### config.mk
export PLATFORM = sky130hd
export DESIGN_NAME = sms_trigger_chain_flat
export DESIGN_NICKNAME = d
export VERILOG_FILES = /design/src/rtl/sms_trigger_pkg.sv /design/src/rtl/sms_trigger_chain_if.sv /design/src/rtl/sms_edge_detect.sv /design/src/rtl/sms_trigger_chain.sv /design/src/flat_wrapper.sv
export SDC_FILE = /design/constraint.sdc
export NUM_CORES = 1
export LEC_CHECK = 0
export BUFFER_PORTS_ARGS = -buffer_cell sky130_fd_sc_hd__buf_2
export CAP_MARGIN = 20
export CORE_MARGIN = 4
export CORE_UTILIZATION = 46
export CTS_BUF_LIST = sky130_fd_sc_hd__clkbuf_16
export DETAILED_ROUTE_END_ITERATION = 12
export PLACE_DENSITY = 0.81
export SKIP_LAST_GASP = 1
export SLEW_MARGIN = 5
export SYNTH_ARGS = -nofsm -noshare
export SYNTH_HDL_FRONTEND = slang
export SYNTH_HIERARCHICAL = 1
export SYNTH_SLANG_ARGS = --single-unit
### constraint.sdc
create_clock -name x -period 2.55 [get_ports x]
set_input_delay 0 -clock x [delete_from_list [all_inputs] [get_ports x]]
set_output_delay 0 -clock x [all_outputs]
set_load 0.01 [all_outputs]
### src/rtl/sms_trigger_pkg.sv
// Shared constants and the per-stage action encoding for the SDTRL trigger chain.
package sms_trigger_pkg;

    localparam int WIDTH_MAX = 16;
    localparam logic [WIDTH_MAX-1:0] RESET_VAL_DEF = '1;

    localparam logic [1:0] ACT_HOLD   = 2'd0;
    localparam logic [1:0] ACT_SET1   = 2'd1;
    localparam logic [1:0] ACT_SET0   = 2'd2;
    localparam logic [1:0] ACT_TOGGLE = 2'd3;

    // DC left beats DC right, left AC beats right AC, toggle is weakest.
    function automatic logic [1:0] stage_act(
        input logic dcl_n,
        input logic dcr_n,
        input logic left,
        input logic right,
        input logic tog
    );
        logic [1:0] a;
        a = ACT_HOLD;
        if (!dcl_n)      a = ACT_SET1;
        else if (!dcr_n) a = ACT_SET0;
        else if (left)   a = ACT_SET0;
        else if (right)  a = ACT_SET1;
        else if (tog)    a = ACT_TOGGLE;
        return a;
    endfunction

    function automatic logic apply_act(input logic [1:0] a, input logic s);
        logic n;
        n = s;
        case (a)
            ACT_SET1:   n = 1'b1;
            ACT_SET0:   n = 1'b0;
            ACT_TOGGLE: n = ~s;
            default:    n = s;
        endcase
        return n;
    endfunction

endpackage

### src/rtl/sms_trigger_chain_if.sv
// Input/output bundle of the trigger chain: DC resets, gated AC pairs,
// toggle input and the stage outputs.
interface sms_trigger_chain_if #(
    parameter int WIDTH = 4
);
    logic [WIDTH-1:0] dcl_n;
    logic [WIDTH-1:0] dcr_n;
    logic [WIDTH-1:0] acl0;
    logic [WIDTH-1:0] acl1;
    logic [WIDTH-1:0] gl0;
    logic [WIDTH-1:0] gl1;
    logic [WIDTH-1:0] acr0;
    logic [WIDTH-1:0] acr1;
    logic [WIDTH-1:0] gr0;
    logic [WIDTH-1:0] gr1;
    logic             t;
    logic [WIDTH-1:0] b;
    logic [WIDTH-1:0] p;
    logic             co;

    modport master (
        output dcl_n, dcr_n, acl0, acl1, gl0, gl1,
        output acr0, acr1, gr0, gr1, t,
        input  b, p, co
    );

    modport slave (
        input  dcl_n, dcr_n, acl0, acl1, gl0, gl1,
        input  acr0, acr1, gr0, gr1, t,
        output b, p, co
    );
endinterface

### src/rtl/sms_edge_detect.sv
// Rising-edge detector sampled on the system clock; previous values reset
// to ones so a level held high through reset never reports an edge.
module sms_edge_detect #(
    parameter int WIDTH = 1
) (
    input  logic             clk,
    input  logic             rst,
    input  logic [WIDTH-1:0] d,
    output logic [WIDTH-1:0] rise
);
    logic [WIDTH-1:0] prev;

    always_ff @(posedge clk or posedge rst) begin
        if (rst) prev <= '1;
        else     prev <= d;
    end

    assign rise = d & ~prev;
endmodule

### src/rtl/sms_trigger_chain.sv
// Bank of SDTRL trigger binaries with DC/AC priority mux and optional ripple
// carry chain, enabled by defining SMS_TRIGGER_CARRY_EN.
module sms_trigger_chain
    import sms_trigger_pkg::*;
#(
    parameter int               WIDTH     = 4,
    parameter logic [WIDTH-1:0] RESET_VAL = RESET_VAL_DEF[WIDTH-1:0]
) (
    input logic x,
    input logic rst,
    sms_trigger_chain_if.slave bus
);
    logic [WIDTH-1:0]   state;
    logic [WIDTH-1:0]   state_nx;
    logic [4*WIDTH-1:0] ac_in;
    logic [4*WIDTH-1:0] ac_rise;
    logic               t_rise;
    logic [WIDTH-1:0]   left;
    logic [WIDTH-1:0]   right;
    logic [WIDTH-1:0]   tog_en;

    assign ac_in = {bus.acr1, bus.acr0, bus.acl1, bus.acl0};

    sms_edge_detect #(.WIDTH(4*WIDTH)) u_ac_edge (
        .clk  (x),
        .rst  (rst),
        .d    (ac_in),
        .rise (ac_rise)
    );

    sms_edge_detect #(.WIDTH(1)) u_t_edge (
        .clk  (x),
        .rst  (rst),
        .d    (bus.t),
        .rise (t_rise)
    );

    always_comb begin
        left  = (ac_rise[WIDTH-1:0]         & bus.gl0)
              | (ac_rise[2*WIDTH-1:WIDTH]   & bus.gl1);
        right = (ac_rise[3*WIDTH-1:2*WIDTH] & bus.gr0)
              | (ac_rise[4*WIDTH-1:3*WIDTH] & bus.gr1);
    end

`ifdef SMS_TRIGGER_CARRY_EN
    // Enables come from pre-edge state so overrides never disturb carries.
    always_comb begin
        logic carry;
        tog_en = '0;
        carry  = t_rise;
        for (int i = 0; i < WIDTH; i++) begin
            tog_en[i] = carry;
            carry     = carry & state[i];
        end
    end

    logic co_q;

    always_ff @(posedge x or posedge rst) begin
        if (rst) co_q <= 1'b0;
        else     co_q <= t_rise & (&state);
    end

    assign bus.co = co_q;
`else
    assign tog_en = {WIDTH{t_rise}};
    assign bus.co = 1'b0;
`endif

    always_comb begin
        state_nx = state;
        for (int i = 0; i < WIDTH; i++) begin
            state_nx[i] = apply_act(
                stage_act(bus.dcl_n[i], bus.dcr_n[i],
                          left[i], right[i], tog_en[i]),
                state[i]);
        end
    end

    always_ff @(posedge x or posedge rst) begin
        if (rst) state <= RESET_VAL;
        else     state <= state_nx;
    end

    assign bus.b = state;
    assign bus.p = ~state;
endmodule

### src/flat_wrapper.sv
// flat-port wrapper written by rule: the top's interface ports become plain ports
module sms_trigger_chain_flat import sms_trigger_pkg::*;
#(
    parameter int               WIDTH     = 4,
    parameter logic [WIDTH-1:0] RESET_VAL = RESET_VAL_DEF[WIDTH-1:0]
)
  (x, rst, bus_dcl_n, bus_dcr_n, bus_acl0, bus_acl1, bus_gl0, bus_gl1, bus_acr0, bus_acr1, bus_gr0, bus_gr1, bus_t, bus_b, bus_p, bus_co);
  sms_trigger_chain_if #(.WIDTH(WIDTH)) bus_i ();
  input logic x;
  input logic rst;
  input wire logic [$bits(bus_i.dcl_n)-1:0] bus_dcl_n;
  input wire logic [$bits(bus_i.dcr_n)-1:0] bus_dcr_n;
  input wire logic [$bits(bus_i.acl0)-1:0] bus_acl0;
  input wire logic [$bits(bus_i.acl1)-1:0] bus_acl1;
  input wire logic [$bits(bus_i.gl0)-1:0] bus_gl0;
  input wire logic [$bits(bus_i.gl1)-1:0] bus_gl1;
  input wire logic [$bits(bus_i.acr0)-1:0] bus_acr0;
  input wire logic [$bits(bus_i.acr1)-1:0] bus_acr1;
  input wire logic [$bits(bus_i.gr0)-1:0] bus_gr0;
  input wire logic [$bits(bus_i.gr1)-1:0] bus_gr1;
  input wire logic [$bits(bus_i.t)-1:0] bus_t;
  output wire logic [$bits(bus_i.b)-1:0] bus_b;
  output wire logic [$bits(bus_i.p)-1:0] bus_p;
  output wire logic [$bits(bus_i.co)-1:0] bus_co;
  assign bus_i.dcl_n = bus_dcl_n;
  assign bus_i.dcr_n = bus_dcr_n;
  assign bus_i.acl0 = bus_acl0;
  assign bus_i.acl1 = bus_acl1;
  assign bus_i.gl0 = bus_gl0;
  assign bus_i.gl1 = bus_gl1;
  assign bus_i.acr0 = bus_acr0;
  assign bus_i.acr1 = bus_acr1;
  assign bus_i.gr0 = bus_gr0;
  assign bus_i.gr1 = bus_gr1;
  assign bus_i.t = bus_t;
  assign bus_b = bus_i.b;
  assign bus_p = bus_i.p;
  assign bus_co = bus_i.co;
  sms_trigger_chain #(.WIDTH(WIDTH), .RESET_VAL(RESET_VAL)) u_core (.x(x), .rst(rst), .bus(bus_i));
endmodule
==> flow_summary.yaml, run 1 <==
timing:
  fmax_ghz: 0.564
  drv_slew: 0
  layout_min_cycle_time_ns: 1.77
  setup_viol: 0
  tns_ns: 0
  hold_viol: 0
  tightest_slew_ns: 0.599
  max-slew-margin-rel_pct: 60.0
  fin_skew_ns: 0.00496
  holdWs_ns: 0.367
  period_share_pct: 69.5
  rsz0062_at_grt: "no"
finish:
  final_cell_area_um2: 1570
  layout_commonest_cell: "buf_2"
  areaGrowthSynthToFinish_pct: 64.2
  final_layout_size_suffix_gt1_share_pct: 62.3
  antennaDiodeCount: 0
  utilization_pct: 80.2
  fin_nets: 190
  final_cell_mix: "50 x buf_2, 26 x dlygate4sd3_1, 21 x dfstp_2"
hold_path:
  min_path_type: "in -> async"
place:
  gp_congestion: 0.672
  numPortBuffers: 50
  placed_area_um2: 1230
  dp_hpwl_um: 1680
detailed_routing:
  remaining_drc_errors: 0
  vias: 781
  initialDrtViolationCount: 13
  wl_met1_um: 1130
  vias_per_cell: 4.51
  drtPass1Iterations: 4
  dr.max_layer_used: "met4"
  met3WireLength_um: 151
  drt-total-wl_um: 2810
  route.met2.wl_um: 1490
  ant_nets: 0
  wire_per_inst_um: 16.2
clock_network:
  cts_made_buffers: 3
  cts_tree: "yes"
  cts_setup_buffers: 0
  clkTransAtPathRegs_ns: 0.06
  htreeDepth: 1
  clk_latency_ns: 0.25
  cts-root-buf: "clkbuf_16"
  cts_max_path_buffers: 2
  cts_num_sinks: 21
setup_path:
  startpoint_type: "flop"
  cp.arrival_ns: 1.95
  r2r_cells: 5
  critPathMaxFanout: 4
  worst_setup_path_end_kind: "flop"
  critical_path_class: "reg -> reg"
  cp.required_ns: 2.73
synthesis:
  syn_area_um2: 958
  yosysTopAreaCellShare_pct: 57.6
  yosys.area.top_type: "dfstp_2"
  synth_cells: 67
  synth_warnings: 6
  yosys-top-cells-area: "dfstp_2 58%, nor2b_4 24%, a221oi_1 3.7%"
  yosys_register_bits: 21
  synthesis.nets: 110
  seq_area_frac_synth_pct: 57.6
  avgSynthCellArea_um2: 14.3
  ys_types: 10
power_and_ir_drop:
  powerDensity_nw_per_um2: 545
  p_leak_uw: 0.000783
  ir_drop_v: 0.000447
global_route:
  grt_use_total_pct: 21.0
  grt_max_degree: 17
  grt_pass1_vias: 866
  antenna_found_initial: 0
  grt.overflow.total: 0
  grt_pass1_wl_um: 4080
floorplan:
  pin_count: 52
  start_util_pct: 48.9
  core_um2: 1960
  chipWidth_um: 53.6
  die_y_um: 53.6
  dieArea_um2: 2880
  num_rows: 16
run_status:
  status: "complete, no violations"
job:
  drv_cap: 0
-- per-layer routing --
layer	vias up	GRT usage (%)
li1	375	-
met1	371	24.6
met2	31	37.1
met3	4	3.05
met4	0	10.2
met5	-	0
-- what timing repair did --
action | 4_1_cts | 5_1_grt
gates resized for setup | 0 | 0
endpoints found under the hold margin | 26 | 0
hold buffers | 26 | 0
-- where the power goes --
group,leakage (µW),switching [µW],internal (µW),total [µW]
registers,0.000221,18.2,369,387
clock network,0.0000423,111,209,320
logic,0.000520,58.2,93.0,151
total,0.000783,187,670,858
-- sequential cells by signal, indices dropped and copies added, names as in the netlist --
register / flops
u_core/u_t_edge/prev: 1
u_core/bus.b: 4
u_core/u_ac_edge/prev: 16
-- cells by family (layout without fill, tap and decap cells) --
| group | Yosys count | in the layout | synth area share [%] |
|---|---|---|---|
| DFF | 21 | 21 | 57.6 |
| and+or+nand+nor | 21 | 21 | 26.0 |
| AOI/OAI and AO/OA | 12 | 12 | 8.88 |
| buffers and inverters | 8 | 87 | 3.53 |
| xor gates and xnor gates | 4 | 4 | 3.65 |
| other | 1 | 1 | 0.391 |
-- stage by stage --
| step | instances | setup WS [ns] | power, µW |
|---|---|---|---|
| 2_1_floorplan | 67 | 1.46 | 446 |
| 3_3_place_gp | 143 | 1.44 | 497 |
| 3_5_place_dp | 143 | 1.36 | 501 |
| 4_1_cts | 173 | 0.813 | 860 |
| 5_1_grt | 173 | 0.660 | 887 |
| 6_report | 173 | 0.778 | 858 |
-- synthesized netlist by cell type --
library cell and n:
inv_1 7, xor2_1 4, a221oi_1 4, nor2b_4 17
conb_1 1, buf_4 1, nand2_1 4, dfstp_2 21
a22oi_1 4, o21ai_1 4
-- critical path, cell delays in order, from the launching register on --
cell and delay, ns:
dfstp_2 0.55, nor2b_4 0.06, xor2_1 0.13, a221oi_1 0.27, o21ai_1 0.12, dlygate4sd3_1 0.57
-- area by class of cell --
type / instances / area [µm²]
timing repair buffer: 76 / 510
sequential: 21 / 552
multi-input combinational: 38 / 373
clock inverter: 1 / 3.75
clock buffer: 3 / 75.1
fill: 102 / 388
tap: 27 / 33.8
inverter: 7 / 26.3
-- worst paths after layout --
path | end | slack, ns | from
worst min-delay path | u_core/u_t_edge/prev$_DFF_PP1_ | 0.37 | rst
worst max register to register | u_core/bus.b[3]$_DFFE_PP1P_ | 0.78 | u_core/u_t_edge/prev$_DFF_PP1_
max in group asynchronous | u_core/u_ac_edge/prev[5]$_DFF_PP1_ | 1.77 | rst
min in group x | u_core/u_ac_edge/prev[8]$_DFF_PP1_ | 0.40 | bus_acr0[0]
worst max-delay path | u_core/bus.b[3]$_DFFE_PP1P_ | 0.78 | u_core/u_t_edge/prev$_DFF_PP1_
worst min register to register | u_core/bus.b[2]$_DFFE_PP1P_ | 1.22 | u_core/u_ac_edge/prev[6]$_DFF_PP1_
No activity file was read; power rests on OpenSTA's default activity.
==> run 2, diff against run 1 <==
--- a/config.mk
+++ b/config.mk
@@ -8,10 +8,10 @@
 export BUFFER_PORTS_ARGS = -buffer_cell sky130_fd_sc_hd__buf_2
 export CAP_MARGIN = 20
 export CORE_MARGIN = 4
-export CORE_UTILIZATION = 46
+export CORE_UTILIZATION = 43
 export CTS_BUF_LIST = sky130_fd_sc_hd__clkbuf_16
 export DETAILED_ROUTE_END_ITERATION = 12
-export PLACE_DENSITY = 0.81
+export PLACE_DENSITY = 0.76
 export SKIP_LAST_GASP = 1
 export SLEW_MARGIN = 5
 export SYNTH_ARGS = -nofsm -noshare
==> constraint.sdc (replaced) <==
create_clock -name x -period 1.8 [get_ports x]
set_input_delay 0 -clock x [delete_from_list [all_inputs] [get_ports x]]
set_output_delay 0 -clock x [all_outputs]
set_load 0.01 [all_outputs]
==> run 2 against run 1 <==
Compared with the run above: sequential power increased by 41%; die area up 5.9%; final cell count is the same; sequential share of layout area shrank 0.28 points; maximum frequency up 3.4%; wire length is 8.7% lower; combinational power grew 42%; flip-flop and latch count is the same; clock power is 44% higher; critical path depth unchanged; total power increased by 42%; via count grew 0.38%; critical endpoint is now u_core/bus.b[2]$_DFFE_PP1P_.
==> flow_summary.yaml, run 2 (synthesis gave the netlist of run 1 again) <==
finish:
  nFillCells: 139
  antennaDiodeCount: 0
  areaGrowthSynthToFinish_pct: 65.5
  final_cell_area_um2: 1590
  regMostFlops: "u_core/u_ac_edge/prev"
  final_layout_size_suffix_gt1_share_pct: 63.7
  final_cell_mix: "50 x buf_2, 26 x dlygate4sd3_1, 21 x dfstp_2"
  layout_commonest_cell: "buf_2"
  fin_nets: 190
  largest_reg_flops: 16
setup_path:
  cp.required_ns: 1.97
  r2r_cells: 5
  startpoint_type: "flop"
  crit_end: "u_core/bus.b[2]$_DFFE_PP1P_"
  cp.arrival_ns: 1.89
  startpoint: "u_core/u_t_edge/prev$_DFF_PP1_"
  regToRegEndpoint: "u_core/bus.b[2]$_DFFE_PP1P_"
  regToRegSetupSlack_ns: 0.09
  reg2reg_from: "u_core/u_t_edge/prev$_DFF_PP1_"
  worst_setup_path_end_kind: "flop"
  critPathMaxFanout: 4
  critical_path_class: "reg -> reg"
job:
  drv_cap: 0
global_route:
  grt_use_total_pct: 18.3
  grt_pass1_wl_um: 4300
  grt.overflow.total: 0
  grt_pass1_vias: 927
  antenna_found_initial: 0
  grt_max_degree: 17
timing:
  setup_viol: 0
  fin_skew_ns: 0.00243
  hold_viol: 0
  period_share_pct: 95.2
  drv_slew: 0
  tns_ns: 0
  rsz0062_at_grt: "no"
  layout_min_cycle_time_ns: 1.71
  tightest_slew_ns: 0.622
  max-slew-margin-rel_pct: 58.5
  fmax_ghz: 0.584
place:
  placed_area_um2: 1230
  numPortBuffers: 50
  gp_congestion: 0.743
  dp_hpwl_um: 1630
floorplan:
  die_y_um: 55.2
  pin_count: 52
  dieArea_um2: 3050
  start_util_pct: 46.9
  num_rows: 16
  core_um2: 2040
  chipWidth_um: 55.2
detailed_routing:
  vias: 784
  drtPass1Iterations: 4
  drt-total-wl_um: 2560
  remaining_drc_errors: 0
  ant_nets: 0
  initialDrtViolationCount: 11
  vias_per_cell: 4.53
  wire_per_inst_um: 14.8
clock_network:
  cts_setup_buffers: 0
  htreeDepth: 1
  cts_num_sinks: 21
  cts_max_path_buffers: 2
  cts_tree: "yes"
  clkTransAtPathRegs_ns: 0.06
  cts_made_buffers: 3
  clk_latency_ns: 0.25
  cts-root-buf: "clkbuf_16"
power_and_ir_drop:
  powerDensity_nw_per_um2: 769
  ir_drop_v: 0.000632
  p_leak_uw: 0.000789
  power_uw: 1220
run_status:
  status: "complete, no violations"
hold_path:
  min_path_type: "in -> async"
## run 2: cell types whose count changed in the layout (fill, tap and decap cells not counted)
| cell | before | now |
|---|---|---|
| a221oi_2 | 0 | 2 |
| a221oi_1 | 4 | 2 |
## run 2: worst max-delay path: stages, from the launching register on
cell and delay, ns:
dfstp_2 0.54, nor2b_4 0.06, xor2_1 0.15, a221oi_2 0.18
o21ai_1 0.12, dlygate4sd3_1 0.58
## run 2: per-layer routing
| metal | vias up | track usage, % | routed length, µm |
|---|---|---|---|
| met1 | 369 | 21.4 | 963 |
| met5 | - | 0 | 0 |
| li1 | 376 | - | - |
| met3 | 6 | 3.73 | 141 |
| met4 | 0 | 9.03 | 58 |
| met2 | 33 | 31.6 | 1400 |
## run 2: worst min path at each step
stage / startpoint / to / slack, ns / cells after the start
6_report: rst / u_core/u_t_edge/prev$_DFF_PP1_ / 0.32 / 3
4_1_cts: rst / u_core/u_t_edge/prev$_DFF_PP1_ / 0.32 / 3
3_5_place_dp: rst / u_core/u_t_edge/prev$_DFF_PP1_ / 0.02 / 2
2_1_floorplan: rst / u_core/u_t_edge/prev$_DFF_PP1_ / -0.11 / 1
5_1_grt: rst / u_core/u_t_edge/prev$_DFF_PP1_ / 0.33 / 3
3_3_place_gp: rst / u_core/u_t_edge/prev$_DFF_PP1_ / 0.01 / 2
## run 2: report_power, final
group	switching [µW]	total, µW	internal [µW]
Clock	164	460	296
Combinational	80.3	214	134
Sequential	23.9	546	522
Total	268	1220	952
## run 2: per-stage QoR
| step | hold slack [ns] | utilization [%] | std cells | setup WS, ns |
|---|---|---|---|---|
| 2_1_floorplan | -0.110 | - | 67 | 0.709 |
| 3_3_place_gp | 0.0131 | 60.5 | 143 | 0.685 |
| 3_5_place_dp | 0.0230 | 60.5 | 143 | 0.642 |
| 4_1_cts | 0.322 | 77.1 | 173 | 0.0981 |
| 5_1_grt | 0.327 | 77.7 | 173 | 0.00466 |
| 6_report | 0.325 | 77.7 | 173 | 0.0869 |
## run 2: cell type report
class / instances / area [µm²] / share of cell area, %
tap: 27 / 33.8 / 2.13
clock buffer: 3 / 75.1 / 4.73
clock inverter: 1 / 3.75 / 0.237
sequential: 21 / 552 / 34.8
inverter: 7 / 26.3 / 1.66
timing repair buffer: 76 / 510 / 32.2
multi-input combinational: 38 / 385 / 24.3
## run 2: what timing repair did
action / in CTS / in global routing
hold buffers: 26 / 0
resized for setup: 0 / 2
endpoints found under the setup margin: 0 / 2
hold endpoints to repair: 26 / 0
==> run 3, diff against run 2 <==
==> constraint.sdc (replaced) <==
create_clock -name x -period 1.6 [get_ports x]
set_input_delay 0 -clock x [delete_from_list [all_inputs] [get_ports x]]
set_output_delay 0 -clock x [all_outputs]
set_load 0.01 [all_outputs]
==> run 3 against run 2 <==
Compared with the run above: final cell count grew 0.58%; maximum frequency rose by 42%; global-route usage grew 0.15 points; register-to-register slack better by 0.31 ns; worst hold slack worse by 0.32 ns; flip-flop and latch count unchanged; core utilization up 0.25 points; largest power group unchanged; clock skew is 0.0011 ns lower.
==> flow_summary.yaml, run 3 (synthesis gave the netlist of run 1 again) <==
floorplan:
  chipWidth_um: 55.2
  dieArea_um2: 3050
  num_rows: 16
  start_util_pct: 46.9
  core_um2: 2040
  die_y_um: 55.2
  pin_count: 52
clock_network:
  cts-root-buf: "clkbuf_16"
  htreeDepth: 1
  cts_tree: "yes"
  clkTransAtPathRegs_ns: 0.05
  cts_max_path_buffers: 2
  clk_latency_ns: 0.25
  cts_setup_buffers: 0
  cts_made_buffers: 3
  cts_num_sinks: 21
finish:
  instances_no_fill: 174
  multi_input_area_um2: 388
  fin_nets: 190
  largest_reg_flops: 16
  nFillCells: 141
  areaGrowthSynthToFinish_pct: 66.1
  regMostFlops: "u_core/u_ac_edge/prev"
  final_layout_size_suffix_gt1_share_pct: 64.4
  final_cell_mix: "50 x buf_2, 26 x dlygate4sd3_1, 21 x dfstp_2"
  seq_area_um2: 552
  layout_commonest_cell: "buf_2"
run_status:
  status: "complete, no violations"
global_route:
  grt_pass1_vias: 934
  grt_pass1_wl_um: 4320
  grt.overflow.total: 0
  grt_max_degree: 17
  antenna_found_initial: 1
  grt_use_total_pct: 18.4
detailed_routing:
  vias: 803
  ant_nets: 0
  wire_per_inst_um: 14.8
  initialDrtViolationCount: 12
  drt-total-wl_um: 2570
  drtPass1Iterations: 4
  vias_per_cell: 4.61
  remaining_drc_errors: 0
setup_path:
  critPathMaxFanout: 4
  critical_path_class: "reg -> reg"
  worst_setup_path_end_kind: "flop"
  cp.arrival_ns: 1.37
  cp.required_ns: 1.77
  startpoint_type: "flop"
timing:
  period_share_pct: 75.3
  tns_ns: 0
  max-slew-margin-rel_pct: 58.4
  rsz0062_at_grt: "no"
  tightest_slew_ns: 0.624
  layout_min_cycle_time_ns: 1.20
  hold_viol: 0
  drv_slew: 0
  setup_viol: 0
  fin_skew_ns: 0.00137
  fmax_ghz: 0.830
  holdWs_ns: 0.00260
power_and_ir_drop:
  ir_drop_v: 0.000717
  powerDensity_nw_per_um2: 855
  p_leak_uw: 0.000787
place:
  gp_congestion: 0.743
  dp_hpwl_um: 1630
  placed_cells: 143
  numPortBuffers: 50
job:
  drv_cap: 0
hold_path:
  min_path_type: "in -> reg"
[run 3: cell count changes in the layout (fill, tap and decap cells not counted)]
cell / delta
a22oi_1: -3
a22oi_2: +3
a221oi_1: +2
diode_2: +1
a221oi_2: -2
[run 3: area by class of cell]
class	instances	area share, %
Tap cell	27	2.12
Sequential cell	21	34.7
Inverter	7	1.65
Timing Repair Buffer	76	32.1
Clock inverter	1	0.236
Clock buffer	3	4.72
Antenna cell	1	0.157
Multi-Input combinational cell	38	24.4
[run 3: report_power, final]
part	leakage, µW	total (µW)	internal (µW)	switching, µW
registers	0.000221	615	588	27.0
clock network	0.0000423	511	332	178
logic	0.000524	236	146	90.0
total	0.000787	1360	1070	295
[run 3: metal layers]
metal	track usage, %	wire [µm]	vias to the layer above
met5	0	0	-
li1	-	-	377
met4	9.38	70	0
met2	31.9	1400	35
met1	21.1	953	385
met3	4.20	150	6
[run 3: worst paths after layout]
check	from	end	slack, ns	cells after the start
max reg2reg	u_core/u_t_edge/prev$_DFF_PP1_	u_core/bus.b[1]$_DFFE_PP1P_	0.40	4
min reg2reg	u_core/u_ac_edge/prev[4]$_DFF_PP1_	u_core/bus.b[0]$_DFFE_PP1P_	0.65	4
min	bus_gl1[0]	u_core/bus.b[0]$_DFFE_PP1P_	0.003	4
min in group asynchronous	rst	u_core/u_t_edge/prev$_DFF_PP1_	0.33	3
max in group asynchronous	rst	u_core/u_ac_edge/prev[3]$_DFF_PP1_	0.80	3
max	u_core/u_t_edge/prev$_DFF_PP1_	u_core/bus.b[1]$_DFFE_PP1P_	0.40	4
[run 3: what timing repair did]
item                                    4_1_cts  5_1_grt
resized for setup                             0        3
endpoints found under the setup margin        0        3
hold buffers                                 29        0
endpoints found under the hold margin        26        0
[run 3: metrics by stage]
| step | setup WS, ns | total power (µW) | utilization, % | instance area, µm² |
|---|---|---|---|---|
| after floorplan | 0.509 | 711 | - | 958 |
| after global placement | 0.485 | 792 | 60.5 | 1230 |
| after detailed placement | 0.442 | 798 | 60.5 | 1230 |
| after CTS | 0.0361 | 1380 | 78.6 | 1600 |
| after global routing | 0.363 | 1430 | 77.9 | 1590 |
| final | 0.396 | 1360 | 77.9 | 1590 |
[run 3: critical path: stages, from the launching register on]
cell,delay (ns)
dfstp_2,0.54
nor2b_4,0.06
xor2_1,0.17
a221oi_1,0.24
o21ai_1,0.12
